**src/rtl/sum_disp_pkg.sv**
```systemverilog
// Shared constants, converter state type and segment decoder for the
// sum BCD display stage.
package sum_disp_pkg;

    // Segment patterns {a,b,c,d,e,f,g,dp}, active-high, dp always off
    localparam logic [7:0] SEG_0     = 8'b11111100;
    localparam logic [7:0] SEG_1     = 8'b01100000;
    localparam logic [7:0] SEG_2     = 8'b11011010;
    localparam logic [7:0] SEG_3     = 8'b11110010;
    localparam logic [7:0] SEG_4     = 8'b01100110;
    localparam logic [7:0] SEG_5     = 8'b10110110;
    localparam logic [7:0] SEG_6     = 8'b10111110;
    localparam logic [7:0] SEG_7     = 8'b11100000;
    localparam logic [7:0] SEG_8     = 8'b11111110;
    localparam logic [7:0] SEG_9     = 8'b11110110;
    localparam logic [7:0] SEG_BLANK = 8'b00000000;

    localparam logic [1:0] DIG_ONES = 2'b10;
    localparam logic [1:0] DIG_TENS = 2'b01;

    typedef enum logic [1:0] {IDLE, SHIFT, LOAD} conv_state_e;

    function automatic logic [7:0] seg_decode(input logic [3:0] digit);
        logic [7:0] seg;
        case (digit)
            4'd0:    seg = SEG_0;
            4'd1:    seg = SEG_1;
            4'd2:    seg = SEG_2;
            4'd3:    seg = SEG_3;
            4'd4:    seg = SEG_4;
            4'd5:    seg = SEG_5;
            4'd6:    seg = SEG_6;
            4'd7:    seg = SEG_7;
            4'd8:    seg = SEG_8;
            4'd9:    seg = SEG_9;
            default: seg = SEG_BLANK;
        endcase
        return seg;
    endfunction

endpackage

```
**src/rtl/sum_bcd_display_if.sv**
```systemverilog
// Value input and display outputs of the sum BCD display stage.
interface sum_bcd_display_if #(
    parameter int unsigned VALUE_W = 5
);
    logic [VALUE_W-1:0] value;
    logic               busy;
    logic [7:0]         digit_seg;
    logic [1:0]         digit_con;

    modport master (output value, input busy, input digit_seg, input digit_con);
    modport slave  (input value, output busy, output digit_seg, output digit_con);
endinterface

```
**src/rtl/bin2bcd_seq.sv**
```systemverilog
// Sequential shift-and-add-3 binary to two-digit BCD converter; ones/tens
// hold the last completed result.
module bin2bcd_seq
    import sum_disp_pkg::*;
#(
    parameter int unsigned VALUE_W = 5
) (
    input  logic               clk,
    input  logic               rst_n,
    input  logic               start,
    input  logic [VALUE_W-1:0] bin,
    output logic               busy,
    output logic               done,
    output logic [3:0]         ones,
    output logic [3:0]         tens
);

    localparam int unsigned    CNT_W    = $clog2(VALUE_W + 1);
    localparam logic [CNT_W-1:0] CNT_INIT = CNT_W'(VALUE_W);
    localparam logic [CNT_W-1:0] CNT_ONE  = CNT_W'(1);

    conv_state_e        state_q, state_d;
    logic [VALUE_W-1:0] bin_q, bin_d;
    logic [7:0]         bcd_q, bcd_d;
    logic [CNT_W-1:0]   cnt_q, cnt_d;
    logic               busy_q, busy_d;
    logic [3:0]         ones_q, ones_d;
    logic [3:0]         tens_q, tens_d;
    logic [3:0]         adj_lo, adj_hi;

    assign adj_lo = (bcd_q[3:0] >= 4'd5) ? bcd_q[3:0] + 4'd3 : bcd_q[3:0];
    assign adj_hi = (bcd_q[7:4] >= 4'd5) ? bcd_q[7:4] + 4'd3 : bcd_q[7:4];

    always_comb begin
        state_d = state_q;
        bin_d   = bin_q;
        bcd_d   = bcd_q;
        cnt_d   = cnt_q;
        busy_d  = busy_q;
        ones_d  = ones_q;
        tens_d  = tens_q;
        done    = 1'b0;
        case (state_q)
            IDLE: begin
                if (start) begin
                    bin_d   = bin;
                    bcd_d   = 8'd0;
                    cnt_d   = CNT_INIT;
                    busy_d  = 1'b1;
                    state_d = SHIFT;
                end
            end
            SHIFT: begin
                // Adjust first, then shift the MSB of the binary word into the BCD LSB
                bcd_d = {adj_hi[2:0], adj_lo, bin_q[VALUE_W-1]};
                bin_d = bin_q << 1;
                cnt_d = cnt_q - CNT_ONE;
                if (cnt_q == CNT_ONE) begin
                    state_d = LOAD;
                end
            end
            LOAD: begin
                ones_d  = bcd_q[3:0];
                tens_d  = bcd_q[7:4];
                busy_d  = 1'b0;
                done    = 1'b1;
                state_d = IDLE;
            end
            default: state_d = IDLE;
        endcase
    end

    always_ff @(posedge clk or negedge rst_n) begin
        if (!rst_n) begin
            state_q <= IDLE;
            bin_q   <= '0;
            bcd_q   <= 8'd0;
            cnt_q   <= '0;
            busy_q  <= 1'b0;
            ones_q  <= 4'd0;
            tens_q  <= 4'd0;
        end else begin
            state_q <= state_d;
            bin_q   <= bin_d;
            bcd_q   <= bcd_d;
            cnt_q   <= cnt_d;
            busy_q  <= busy_d;
            ones_q  <= ones_d;
            tens_q  <= tens_d;
        end
    end

    assign busy = busy_q;
    assign ones = ones_q;
    assign tens = tens_q;

endmodule

```
**src/rtl/sum_bcd_display.sv**
```systemverilog
// Converts the adder's binary sum to BCD on change and scans the two digits
// onto a common-segment 7-segment display.
module sum_bcd_display
    import sum_disp_pkg::*;
#(
    parameter int unsigned VALUE_W       = 5,
    parameter int unsigned SCAN_DIV_BITS = 11,
    parameter bit          BLANK_LZ      = 1'b0
) (
    input  logic              clk,
    input  logic              rst_n,
    sum_bcd_display_if.slave  bus
);

    localparam logic [SCAN_DIV_BITS-1:0] PRESC_ONE = SCAN_DIV_BITS'(1);

    logic                     conv_busy, conv_done, start;
    logic [3:0]               ones, tens, digit;
    logic [VALUE_W-1:0]       cap_q, last_q;
    logic [SCAN_DIV_BITS-1:0] presc_q;
    logic                     sel_q, sel_d;
    logic [7:0]               seg_q, seg_d;
    logic [1:0]               con_q, con_d;

    // Converter is idle exactly when busy is low, so no state peek is needed
    assign start = !conv_busy && (bus.value != last_q);

    bin2bcd_seq #(
        .VALUE_W(VALUE_W)
    ) u_bin2bcd (
        .clk   (clk),
        .rst_n (rst_n),
        .start (start),
        .bin   (bus.value),
        .busy  (conv_busy),
        .done  (conv_done),
        .ones  (ones),
        .tens  (tens)
    );

    // Segments and enable are both derived from the next select so they switch together
    always_comb begin
        sel_d = (&presc_q) ? ~sel_q : sel_q;
        digit = sel_d ? tens : ones;
        con_d = sel_d ? DIG_TENS : DIG_ONES;
        seg_d = seg_decode(digit);
        if (BLANK_LZ && sel_d && (tens == 4'd0)) begin
            seg_d = SEG_BLANK;
        end
    end

    always_ff @(posedge clk or negedge rst_n) begin
        if (!rst_n) begin
            cap_q   <= '0;
            last_q  <= '0;
            presc_q <= '0;
            sel_q   <= 1'b0;
            seg_q   <= SEG_0;
            con_q   <= DIG_ONES;
        end else begin
            if (start) begin
                cap_q <= bus.value;
            end
            if (conv_done) begin
                last_q <= cap_q;
            end
            presc_q <= presc_q + PRESC_ONE;
            sel_q   <= sel_d;
            seg_q   <= seg_d;
            con_q   <= con_d;
        end
    end

    assign bus.busy      = conv_busy;
    assign bus.digit_seg = seg_q;
    assign bus.digit_con = con_q;

endmodule

```
**src/flat_wrapper.sv**
```systemverilog
// flat-port wrapper written by rule: the top's interface ports become plain ports
module sum_bcd_display_flat import sum_disp_pkg::*;
#(
    parameter int unsigned VALUE_W       = 5,
    parameter int unsigned SCAN_DIV_BITS = 11,
    parameter bit          BLANK_LZ      = 1'b0
)
  (clk, rst_n, bus_value, bus_busy, bus_digit_seg, bus_digit_con);
  sum_bcd_display_if #(.VALUE_W(VALUE_W)) bus_i ();
  input  logic clk;
  input  logic rst_n;
  input wire logic [$bits(bus_i.value)-1:0] bus_value;
  output wire logic [$bits(bus_i.busy)-1:0] bus_busy;
  output wire logic [$bits(bus_i.digit_seg)-1:0] bus_digit_seg;
  output wire logic [$bits(bus_i.digit_con)-1:0] bus_digit_con;
  assign bus_i.value = bus_value;
  assign bus_busy = bus_i.busy;
  assign bus_digit_seg = bus_i.digit_seg;
  assign bus_digit_con = bus_i.digit_con;
  sum_bcd_display #(.VALUE_W(VALUE_W), .SCAN_DIV_BITS(SCAN_DIV_BITS), .BLANK_LZ(BLANK_LZ)) u_core (.clk(clk), .rst_n(rst_n), .bus(bus_i));
endmodule
```
**config.mk**
```make
export PLATFORM = sky130hd
export DESIGN_NAME = sum_bcd_display_flat
export DESIGN_NICKNAME = d
export VERILOG_FILES = /design/src/rtl/sum_disp_pkg.sv /design/src/rtl/sum_bcd_display_if.sv /design/src/rtl/bin2bcd_seq.sv /design/src/rtl/sum_bcd_display.sv /design/src/flat_wrapper.sv
export SDC_FILE = /design/constraint.sdc
export NUM_CORES = 1
export LEC_CHECK = 0
export CAP_MARGIN = 20
export CORE_MARGIN = 2
export CORE_UTILIZATION = 36
export CTS_CLUSTER_DIAMETER = 120
export DETAILED_ROUTE_END_ITERATION = 8
export GPL_ROUTABILITY_DRIVEN = 0
export PLACE_DENSITY = 0.54
export SYNTH_ARGS = -nofsm -noshare
export SYNTH_HDL_FRONTEND = slang
export SYNTH_HIERARCHICAL = 1
export SYNTH_SLANG_ARGS = --single-unit
```
**constraint.sdc**
```tcl
create_clock -name clk -period 2.5 [get_ports clk]
set_input_delay 0.5 -clock clk [delete_from_list [all_inputs] [get_ports clk]]
set_output_delay 0.5 -clock clk [all_outputs]
set_load 0.03 [all_outputs]
```
Word level (Yosys, flattened, before mapping)
Memory sizes are Yosys's and may differ from the RTL's. A register that Yosys moved wholly into a read port is not among the register bits.
Index checks and enable logic that the tools add are counted.

storage, ports and cells
  register bits after elaboration = 59
  ROM bits = 112
  input bits = 7
  word-level logic and storage cells = 54
  memories kept = 1

cells by class
  $add $sub $neg = 4
  order comparisons = 2
  eq/ne operators = 6
  multiplexer cells = 17
  bitwise operators = 1
  reduce and logical (&&, ||, !) cells = 10

memories
  name             depth  bits a word  rd ports  clocked after memory_dff  wr ports  RTL line            source
  (no name shown)  16     7            1         1                         0         sum_disp_pkg.sv:25  case (digit)

operators with widths
  cell                                                 number
  case mux 8 bit (2 select lines)                      1
  adder 11 x 1 -> 11 bit, second input constant        1
  AND reduction 11 bit                                 1
  case mux 5 bit (2 select lines)                      1
  >= comparator 4 x 3 -> 1 bit, second input constant  2
  2-to-1 mux 4 bit                                     2
  2-to-1 mux 8 bit                                     1
  2-to-1 mux 2 bit                                     3
  2-to-1 mux 3 bit                                     2
  case mux 3 bit (2 select lines)                      1
  AND reduction 2 bit                                  3
  2-to-1 mux 5 bit                                     1
  inequality test 5 bit                                1
  adder 4 x 2 -> 4 bit, second input constant          1
  case mux 2 bit (2 select lines)                      1
  nonzero test 2 bit                                   2
  adder 3 x 2 -> 3 bit, second input constant          1
  equality test 3 x 1 -> 1 bit, second input constant  1
  2-to-1 mux 1 bit                                     3
  subtractor 3 x 1 -> 3 bit, second input constant     1
  equality test 2 x 1 -> 1 bit, second input constant  1
  equality test 2 bit, second input constant           1
  zero test 1 bit                                      2
  zero test 2 bit                                      1
  5 further kinds                                      5

Longest topological paths before layout
  word-level depth = 4
  depth in mapped cells = 11
  mapped depth without buffers = 10

Hierarchy
Netlist, hierarchy kept.

by module, submodules not included
  module           times used  cells each  area each (um^2)  seq. area each (um^2)
  sum_bcd_display  1           135         1592.8            759.5
  bin2bcd_seq      1           128         1336.3            675.6

Worst setup path before layout
OpenSTA, ideal clock, no wires.

  path type = flip-flop to flip-flop
  start = register u_core.presc_q[0]
  end = register u_core.seg_q[2] (netlist: u_core/bus.digit_seg[2])
  setup time = 75 ps
  arrival = 2325 ps
  data required time = 2425 ps
  setup slack = 100 ps
  stages on the path, launching flop included = 12
  clock period less this slack = 2400 ps
  cell sequence = dfrtp_1 ha_1 nand3_2 nor4_4 xnor2_1 buf_4 mux2_4 inv_2 ha_1 a21oi_1 mux2i_1 a2bb2oi_1

between the ends
  longest elaborated chain between the ends = 3

ends and longest elaborated chain
  item                    RTL line               source
  start, declared         sum_bcd_display.sv:20  logic [SCAN_DIV_BITS-1:0] presc_q;
  start signal, assigned  sum_bcd_display.sv:67  presc_q <= presc_q + PRESC_ONE;
  AND reduction 11 bit    sum_bcd_display.sv:43  sel_d = (&presc_q) ? ~sel_q : sel_q;
  2-to-1 mux 1 bit        sum_bcd_display.sv:43
  2-to-1 mux 4 bit        sum_bcd_display.sv:44  digit = sel_d ? tens : ones;
  end, declared           sum_bcd_display.sv:22  logic [7:0] seg_q, seg_d;

No other way between the ends.
A chain may end at the register's enable or synchronous reset.

Worst setup path after layout
Same ends and word-level chain as after synthesis.

==> summary.md <==
| Metric | Value |
|---|---|
| Top-count cell post-synth | dfrtp_1 |
| Most used cell along the critical path | ha_1 |
| Sw frac | 0.354 |
| Seq pwr share | 0.366 |
| Post-synthesis cell area | 2930 µm² |
| Vias per std cell | 4.97 |
| First-pass GRT wire length | 9580 µm |
| Yosys warns | 13 |
| CP startpoint | u_core/presc_q[0] |
| Fin nets | 305 |
| CP max stage delay | 0.38 ns |
| Hold Crit Class | input pin to async pin |
| Area of the multi-input gates | 1350 µm² |
| DR pass1 iterations | 4 |
| Drt drc | 0 |
| P_sw | 1.47 mW |
| Die Height | 94.2 µm |
| TritonCTS clock tree | built |
| Internal power | 2.68 mW |
| Clk Latency, worst-skew pair | 0.34 ns |
| Initial antenna violation count | 0 |
| Worst Skew | 0.00828 ns |
| Tot Pwr | 4.14 mW |
| Inserted Diodes | 0 |
| Async SR Flop Fraction | 1.00 |
| Layout cells sized above 1 | 0.207 |
| Tot GR Track Use | 0.142 |
| Vias in the first global route | 1969 |
| H-tree depth | 3 |
| CP endpoint kind | flop |
| Final min period | 2.29 ns |
| CP cell instances | ha_1, nand3_2, nor4_4, xnor2_2, mux2_4, inv_1, ha_1, a21oi_1, mux2i_1, a2bb2oi_1 |
| Post-Synthesis Cells | 263 |
| Post-CTS Setup Bufs | 0 |
| Area Overhead vs Synth | 17.7% |
| WP data required | 2.76 ns |
| Distinct cells, synth | 52 |
| Tightest Pin Transition | 0.672 ns |
| I/O Buffers | 16 |
| Net count after synthesis | 283 |
| Max Clk Rate | 437 MHz |
| Final ANT Viol Nets | 0 |
| Yosys reg bits | 57 |
| Setup TNS | 0 ns |
| Hold Vio Cnt, Final | 0 |
| R2r startpoint | u_core/presc_q[0] |
| Drt wl/cell | 13.7 µm |
| Clock power frac | 0.254 |
| Synth top area share | 0.427 |
| Final Cycle Share | 0.916 |
| Slowest CP cell | dfrtp_1 |
| Via count | 1950 |
| Wirelength, routed | 5390 µm |
| Synthesized area per cell | 11.1 µm² |
| DIE AREA | 8870 µm² |
| Synth area leaders | dfrtp_1 43%, mux2_2 6.5%, dfstp_2 6.3% |
| Initial Utilization | 0.375 |
| Fillers | 760 |
| Max-Cap Viols | 0 |
| Max IR drop VDD | 0.623 mV |
| CP Max Fanout | 4 |
| CTS Root Cell | clkbuf_8 |
| Post-synthesis sequential area ratio | 0.490 |
| Rows | 32 |
| Total CTS buffers | 9 |
| Status | complete, no violations |
| Largest net degree at the start of global routing | 30 |
| Pre-CTS setup slack | 0.116 ns |
| Critical path type | flop to flop |
| Logic pwr share | 0.381 |
| Detailed Place HPWL | 3700 µm |
| Initial drt markers | 72 |
| Largest area contributor in the netlist | dfrtp_1 |
| Post-synth EDFFs | 0 |
| Clock Tree Buf Depth | 2 |
| Die X | 94.2 µm |
| Design area | 3450 µm² |
| RSZ-0062 raised after global routing | false |
| # IOs | 18 |
| Remaining global-route overflow | 0 |
| CTS sink cnt | 57 |
| Most frequent cells after synthesis | 50 x dfrtp_1, 23 x nand2_1, 17 x inv_1, 17 x mux2_2, 13 x ha_1 |
| Core Footprint | 7810 µm² |
| CTS Hold Buffers Added | 0 |
| Endpoints failing setup | 0 |
| PwrDens | 1200 nW/µm² |
| Placed cell areas | 3200 µm² |
| P_leak | 1.55 nW |
| Sequential cell area | 1440 µm² |
| Slew Limit Fails | 0 |
| Crit path DAT | 2.55 ns |
| Clk pin slew, worst setup/hold paths | 0.07 ns |
| Slew margin rel. | 0.552 |
| Top FF cell, synth | dfrtp_1 |
| Startpoint type of the worst setup path | flop |
| Final worst slack | 0.210 ns |
| Post-layout util | 0.442 |
[timing repair]
action / 4_1_cts / 5_1_grt
endpoints found under the hold margin: 0 / 0
endpoints found under the setup margin: 0 / 5
resized for setup: 0 / 1
[kinds of logic after synthesis]
logic type | count (synthesis) | synth area share
simple gates | 62 | 0.110
flops | 57 | 0.490
compound gates | 55 | 0.132
buf+inv | 31 | 0.0525
mux | 27 | 0.107
xor+xnor | 17 | 0.0508
fa+ha+maj | 13 | 0.0555
other cells | 1 | 0.00128
[metal layers]
layer  up-vias  part of all wire  track usage
met3        10             0.046       0.0522
met2        34              0.47        0.223
li1        964                 -            -
met1       942              0.47        0.176
met5         -                 0            0
met4         0             0.019       0.0580
[placed cells by master (no fill, tap or decap), types with 2 or more instances in the layout]
master,count
bufinv_16,3
o21ai_1,3
and3_1,2
a32oi_1,3
a22oi_1,6
clkdlybuf4s50_1,15
a22o_1,3
a2111o_1,4
nand2b_1,5
xor2_1,6
dfrtp_1,50
nor2_1,11
clkbuf_8,10
nand2_1,23
mux2_4,2
nand3_2,2
clkinv_2,3
o21ai_0,12
nor2b_1,3
o2bb2ai_1,2
a2bb2oi_1,2
ha_1,13
mux2i_1,7
a31oi_1,3
and2_1,2
nand3_1,4
xnor2_1,10
a21oi_1,8
inv_1,17
o22ai_1,2
nand4_1,3
mux2_2,17
buf_4,7
dfstp_2,7
[critical path, delay by kind of cell, from the launching register on]
kind / cells / cell delay (ns)
simple gates: 2 / 0.37
fa+ha+maj: 2 / 0.41
flops: 1 / 0.38
xor+xnor: 1 / 0.21
buf+inv: 1 / 0.10
compound gates: 2 / 0.26
mux: 2 / 0.50
[stage by stage]
stage	std cells	hold slack, ns
2_1_floorplan	263	0.204
3_3_place_gp	376	0.451
3_5_place_dp	376	0.458
4_1_cts	392	0.196
5_1_grt	392	0.238
6_report	392	0.196
[area by class of cell]
type | instances | share of cell area
inverters | 18 | 0.0196
clock inverters | 6 | 0.0305
flip-flops and latches | 57 | 0.416
multi-input cells | 175 | 0.391
clock buffers | 10 | 0.0399
repair buffers | 24 | 0.0660
well taps | 102 | 0.0370
[power groups by stage]
stage                     clock network (mW)  logic (mW)  registers, mW
after floorplan                            0        1.18           1.55
after global placement                     0        1.56           1.53
after detailed placement                   0        1.59           1.53
after CTS                               1.09        1.59           1.52
after global routing                    1.14        1.79           1.56
final                                   1.05        1.58           1.51
[state kept, by name, indices dropped and copies added, names as in the netlist]
| signal | count |
|---|---|
| u_core/u_bin2bcd/bcd_q | 8 |
| u_core/u_bin2bcd/bin_q | 5 |
| u_core/u_bin2bcd/ones | 4 |
| u_core/bus.digit_seg | 7 |
| u_core/u_bin2bcd/cnt_q | 3 |
| u_core/bus.digit_con | 2 |
| u_core/u_bin2bcd/state_q | 2 |
| u_core/presc_q | 11 |
| u_core/u_bin2bcd/busy | 1 |
| u_core/cap_q | 5 |
| u_core/last_q | 5 |
| u_core/u_bin2bcd/tens | 4 |
[worst paths after layout]
path                                           end  slack (ns)  cells past startpoint
min                              u_core/presc_q[7]        0.20                      1
max                        u_core/bus.digit_seg[2]        0.21                     10
max reg2reg                u_core/bus.digit_seg[2]        0.21                     10
max in group asynchronous  u_core/bus.digit_seg[3]        1.65                      2
min in group clk                 u_core/presc_q[0]        0.47                      1
min reg2reg                      u_core/presc_q[0]        0.47                      1
(Power assumes the default switching activity.)
